## src/rtl/multi_mode_shift_register.sv

```systemverilog
// Multi-mode word shift register: forward/backward shift, rotate, clear, with saturating fill level.
// Rotate in mode 10 is built only when MULTI_MODE_SHIFT_REGISTER_ROTATE_EN is defined; otherwise mode 10 holds.
module multi_mode_shift_register #(
  parameter  int unsigned WIDTH = 8,
  parameter  int unsigned DEPTH = 4,
  localparam int unsigned CW    = $clog2(DEPTH + 1)
) (
  input  logic                   clk,
  input  logic                   rst,
  input  logic                   enable,
  input  logic [1:0]             mode,
  input  logic [WIDTH-1:0]       dataIn,
  output logic [WIDTH-1:0]       dataOut,
  output logic [WIDTH*DEPTH-1:0] taps,
  output logic [CW-1:0]          fillCount,
  output logic                   full
);

  typedef enum logic [1:0] {
    ModeFwd = 2'b00,
    ModeBwd = 2'b01,
    ModeRot = 2'b10,
    ModeClr = 2'b11
  } mode_e;

  localparam logic [CW-1:0] FillMax = CW'(DEPTH);

  logic [DEPTH-1:0][WIDTH-1:0] stage_d, stage_q;
  logic [CW-1:0]               fill_d, fill_q;
  logic                        full_d, full_q;
  logic [CW-1:0]               fill_inc;
  mode_e                       mode_sel;

  assign mode_sel = mode_e'(mode);
  // Saturate instead of wrapping once every stage holds an inserted word.
  assign fill_inc = (fill_q == FillMax) ? fill_q : fill_q + CW'(1);

  always_comb begin
    stage_d = stage_q;
    fill_d  = fill_q;
    if (enable) begin
      unique case (mode_sel)
        ModeFwd: begin
          stage_d[0] = dataIn;
          for (int unsigned k = 1; k < DEPTH; k++) begin
            stage_d[k] = stage_q[k-1];
          end
          fill_d = fill_inc;
        end
        ModeBwd: begin
          stage_d[DEPTH-1] = dataIn;
          for (int unsigned k = 0; k < DEPTH - 1; k++) begin
            stage_d[k] = stage_q[k+1];
          end
          fill_d = fill_inc;
        end
        ModeRot: begin
`ifdef MULTI_MODE_SHIFT_REGISTER_ROTATE_EN
          stage_d[0] = stage_q[DEPTH-1];
          for (int unsigned k = 1; k < DEPTH; k++) begin
            stage_d[k] = stage_q[k-1];
          end
`else
          stage_d = stage_q;
`endif
        end
        ModeClr: begin
          stage_d = '0;
          fill_d  = '0;
        end
        default: ;
      endcase
    end
    // Registered from the next fill value so it rises on the edge that fills the last stage.
    full_d = (fill_d == FillMax);
  end

  always_ff @(posedge clk) begin
    if (rst) begin
      stage_q <= '0;
      fill_q  <= '0;
      full_q  <= 1'b0;
    end else begin
      stage_q <= stage_d;
      fill_q  <= fill_d;
      full_q  <= full_d;
    end
  end

  assign taps      = stage_q;
  assign dataOut   = stage_q[DEPTH-1];
  assign fillCount = fill_q;
  assign full      = full_q;

endmodule

```

## config.mk

```make
export PLATFORM = sky130hd
export DESIGN_NAME = multi_mode_shift_register
export DESIGN_NICKNAME = d
export VERILOG_FILES = /design/src/rtl/multi_mode_shift_register.sv
export SDC_FILE = /design/constraint.sdc
export NUM_CORES = 1
export LEC_CHECK = 0
export CELL_PAD_IN_SITES_DETAIL_PLACEMENT = 1
export CELL_PAD_IN_SITES_GLOBAL_PLACEMENT = 1
export CORE_MARGIN = 3
export CORE_UTILIZATION = 34
export DETAILED_ROUTE_END_ITERATION = 12
export PLACE_DENSITY = 0.76
export SYNTH_ARGS = -nofsm -noshare
export SYNTH_HDL_FRONTEND = slang
export SYNTH_SLANG_ARGS = --single-unit
```

## constraint.sdc

```tcl
create_clock -name clk -period 1.89 [get_ports clk]
set_input_delay 0.567 -clock clk [delete_from_list [all_inputs] [get_ports clk]]
set_output_delay 0.567 -clock clk [all_outputs]
set_load 0.05 [all_outputs]
```

==> flow_metrics.tcl <==
set metrics [dict create \
    status "complete, no violations" \
    cts_tree "built" \
    root_buffer "clkbuf_8" \
    switching_share_pct 27.3 \
    die_w_um 77.0 \
    first_pass_iters 4 \
    critPathArrivalTime_ps 1970 \
    crit_path_start_kind "input pin" \
    relSlewSlack_pct 81.0 \
    min_period_ps 1740 \
    clockPowerShare_pct 32.9 \
    clk_latency_ps 280 \
    yosysWarnings 0 \
    final_cells 290 \
    syn2layout_area_growth_pct 33.6 \
    cp_slowest_cell "clkdlybuf4s50_1" \
    post_cts_buffers 0 \
    detailed_place_hpwl_mm 2.90 \
    drt_iter0_drc 116 \
    critical_path.cell_chain "clkdlybuf4s50_1, buf_12, a22o_1, a311oi_2, o2111a_1" \
    coreArea_mm2 0.00479 \
    synth-edff-count 0 \
    async_flop_share_pct 0 \
    fin_ws_ps 151 \
    cts_resized 0 \
    preCtsSetupSlack_ps -164 \
    yosysMostFrequentCell "dfxtp_1" \
    final_area_mm2 0.00229 \
    rows 25 \
    rsz0062_at_grt "no" \
    avgRoutedWirePerCell_um 14.7 \
    hold_class "reg -> reg" \
    yosysTopAreaCell "dfxtp_1" \
    powerDensity_mw_per_mm2 679 \
    dp.cells 283 \
    grt_use_total_pct 14.7 \
    p_int_uw 1130 \
    cap_violations 0 \
    critPathMaxStageDelay_ps 440 \
    vias_per_cell 5.08 \
    setup_viol 0 \
    required_ps 2120 \
    yosysTopAreaCellShare_pct 42.0 \
    fillers 551 \
    synth_ff_type "dfxtp_1" \
    drtAntennaViolNets 0 \
    overflow 0 \
    place_congestion 0.772 \
    seqPwrFrac_pct 50.5 \
    seq_area_frac_synth_pct 42.0 \
    syn_inst 176 \
    hold_violations 0 \
    start_util_pct 35.8 \
    utilization_pct 47.8 \
    ctsLongestPathBuffers 2 \
    vias 1473 \
    port-buffer-count 56 \
    io_pins 57 \
    syn-num-nets 191 \
    antenna_cells 0 \
    cts_buffers 5 \
    drt_drc_violations_left 0 \
    p_leak_uw 0.000981 \
    grt_max_degree 36 \
    clk_pin_slew_ps 70 \
    maxSlewViolCount 0 \
    worst-path-max-fanout 34 \
    synthDistinctLibCells 20 \
    ir_drop_v 0.000400 \
    net-switching-power_uw 425 \
    synthTopCellsByArea "dfxtp_1 (42%), mux2_2 (21%), a22oi_1 (14%)" \
    grt_pass1_vias 1430 \
    antenna_found_initial 0 \
    drive_gt1_share_pct 41.3 \
    syn_area_mm2 0.00171 \
    ys_seq_elements 36 \
    timing.fmax_mhz 575 \
    tightest_slew_ps 285 \
    syn_area_per_cell_um2 9.74 \
    cp_num_buf_inv 2 \
    wl_mm 4.26 \
    cts.hold.buffers_added 0 \
    power_frac_comb_pct 16.7 \
    placed_area_mm2 0.00221 \
    worst_setup_path_end_kind "flop" \
    crit_type "in -> reg" \
    synthTopCellsByCount "dfxtp_1 (36), nor2_1 (34), a22oi_1 (32), mux2_2 (32), buf_4 (9)" \
    grt_first_pass_wirelength_mm 7.09 \
    die_area_mm2 0.00593 \
    crit_family "compound AO/OA/AOI/OAI gates" \
    finalPower_uw 1560 \
    cts_sinks 36 \
    htree_levels 2 \
    finalNetCount 238 \
    min_period_over_period_pct 92.0 \
    finClkSkew_ps 3.57 \
    die_height_um 77.0 \
]
-- state kept, by name, indices dropped and copies added, names as in the netlist --
register	flops
full	1
dataOut	8
fillCount	3
taps	24
-- stage by stage --
stage	hold WS (ps)	setup TNS [ps]
detailed placement	510	-3610
global route	551	0
floorplan	697	0
CTS	524	0
global placement	503	-2990
finish	516	0
-- logic make-up after synthesis --
family | share of synthesized area (%)
buf+inv | 8.17
fa+ha+maj | 1.46
flops | 42.0
mux | 21.0
compound gates | 18.7
simple gates | 8.61
-- tightest hold or removal path, stage by stage (launching register included) --
cell     delay, ps
dfxtp_1        350
nand2_1         70
a21oi_1         50
-- layout make-up --
| type | count | area (um2) | area share [%] |
|---|---|---|---|
| clock buffer | 6 | 72.6 | 3.17 |
| clock inverter | 1 | 5.00 | 0.219 |
| inverter | 3 | 11.3 | 0.492 |
| multi-input combinational | 114 | 856 | 37.4 |
| sequential | 36 | 721 | 31.5 |
| tap | 67 | 83.8 | 3.66 |
| timing repair buffer | 63 | 541 | 23.6 |
-- layout by cell type (no fill, tap or decap), drive strengths merged --
| cell | synthesis | layout |
|---|---|---|
| nor2b | 1 | 1 |
| o2111a | 1 | 1 |
| o21ai | 2 | 2 |
| nor2 | 34 | 34 |
| nand2 | 2 | 2 |
| dfxtp | 36 | 36 |
| a22oi | 32 | 32 |
| a21boi | 1 | 1 |
| ha | 2 | 2 |
| mux2 | 32 | 32 |
| inv | 3 | 3 |
| a21oi | 3 | 3 |
| a2bb2oi | 1 | 1 |
| a22o | 1 | 1 |
| a311oi | 1 | 1 |
| buf | 16 | 51 |
| clkdlybuf4s50 | 0 | 12 |
| and3 | 1 | 1 |
| clkinv | 0 | 1 |
| clkbuf | 7 | 6 |
-- power groups by stage --
stage               clock (uW)  combinational [uW]  sequential, uW
floorplan                    0                 129             844
global placement             0                 260             802
detailed placement           0                 261             802
CTS                        539                 262             785
global route               566                 278             787
finish                     511                 259             785
-- path summary, 6_finish.rpt --
check | depth (start not counted) | slack (ps) | to | start
min | 2 | 520 | fillCount[1] | fillCount[1]
max | 5 | 150 | full | mode[0]
min reg2reg | 2 | 520 | fillCount[1] | fillCount[1]
max reg2reg | 6 | 410 | full | fillCount[0]
-- layer usage --
layer / track usage [%] / wire length, um / vias up
met5: 0 / 0 / -
met3: 4.46 / 232 / 4
li1: - / - / 717
met2: 24.2 / 2060 / 39
met1: 18.3 / 1940 / 713
met4: 4.80 / 27 / 0
(Power assumes the default switching activity.)
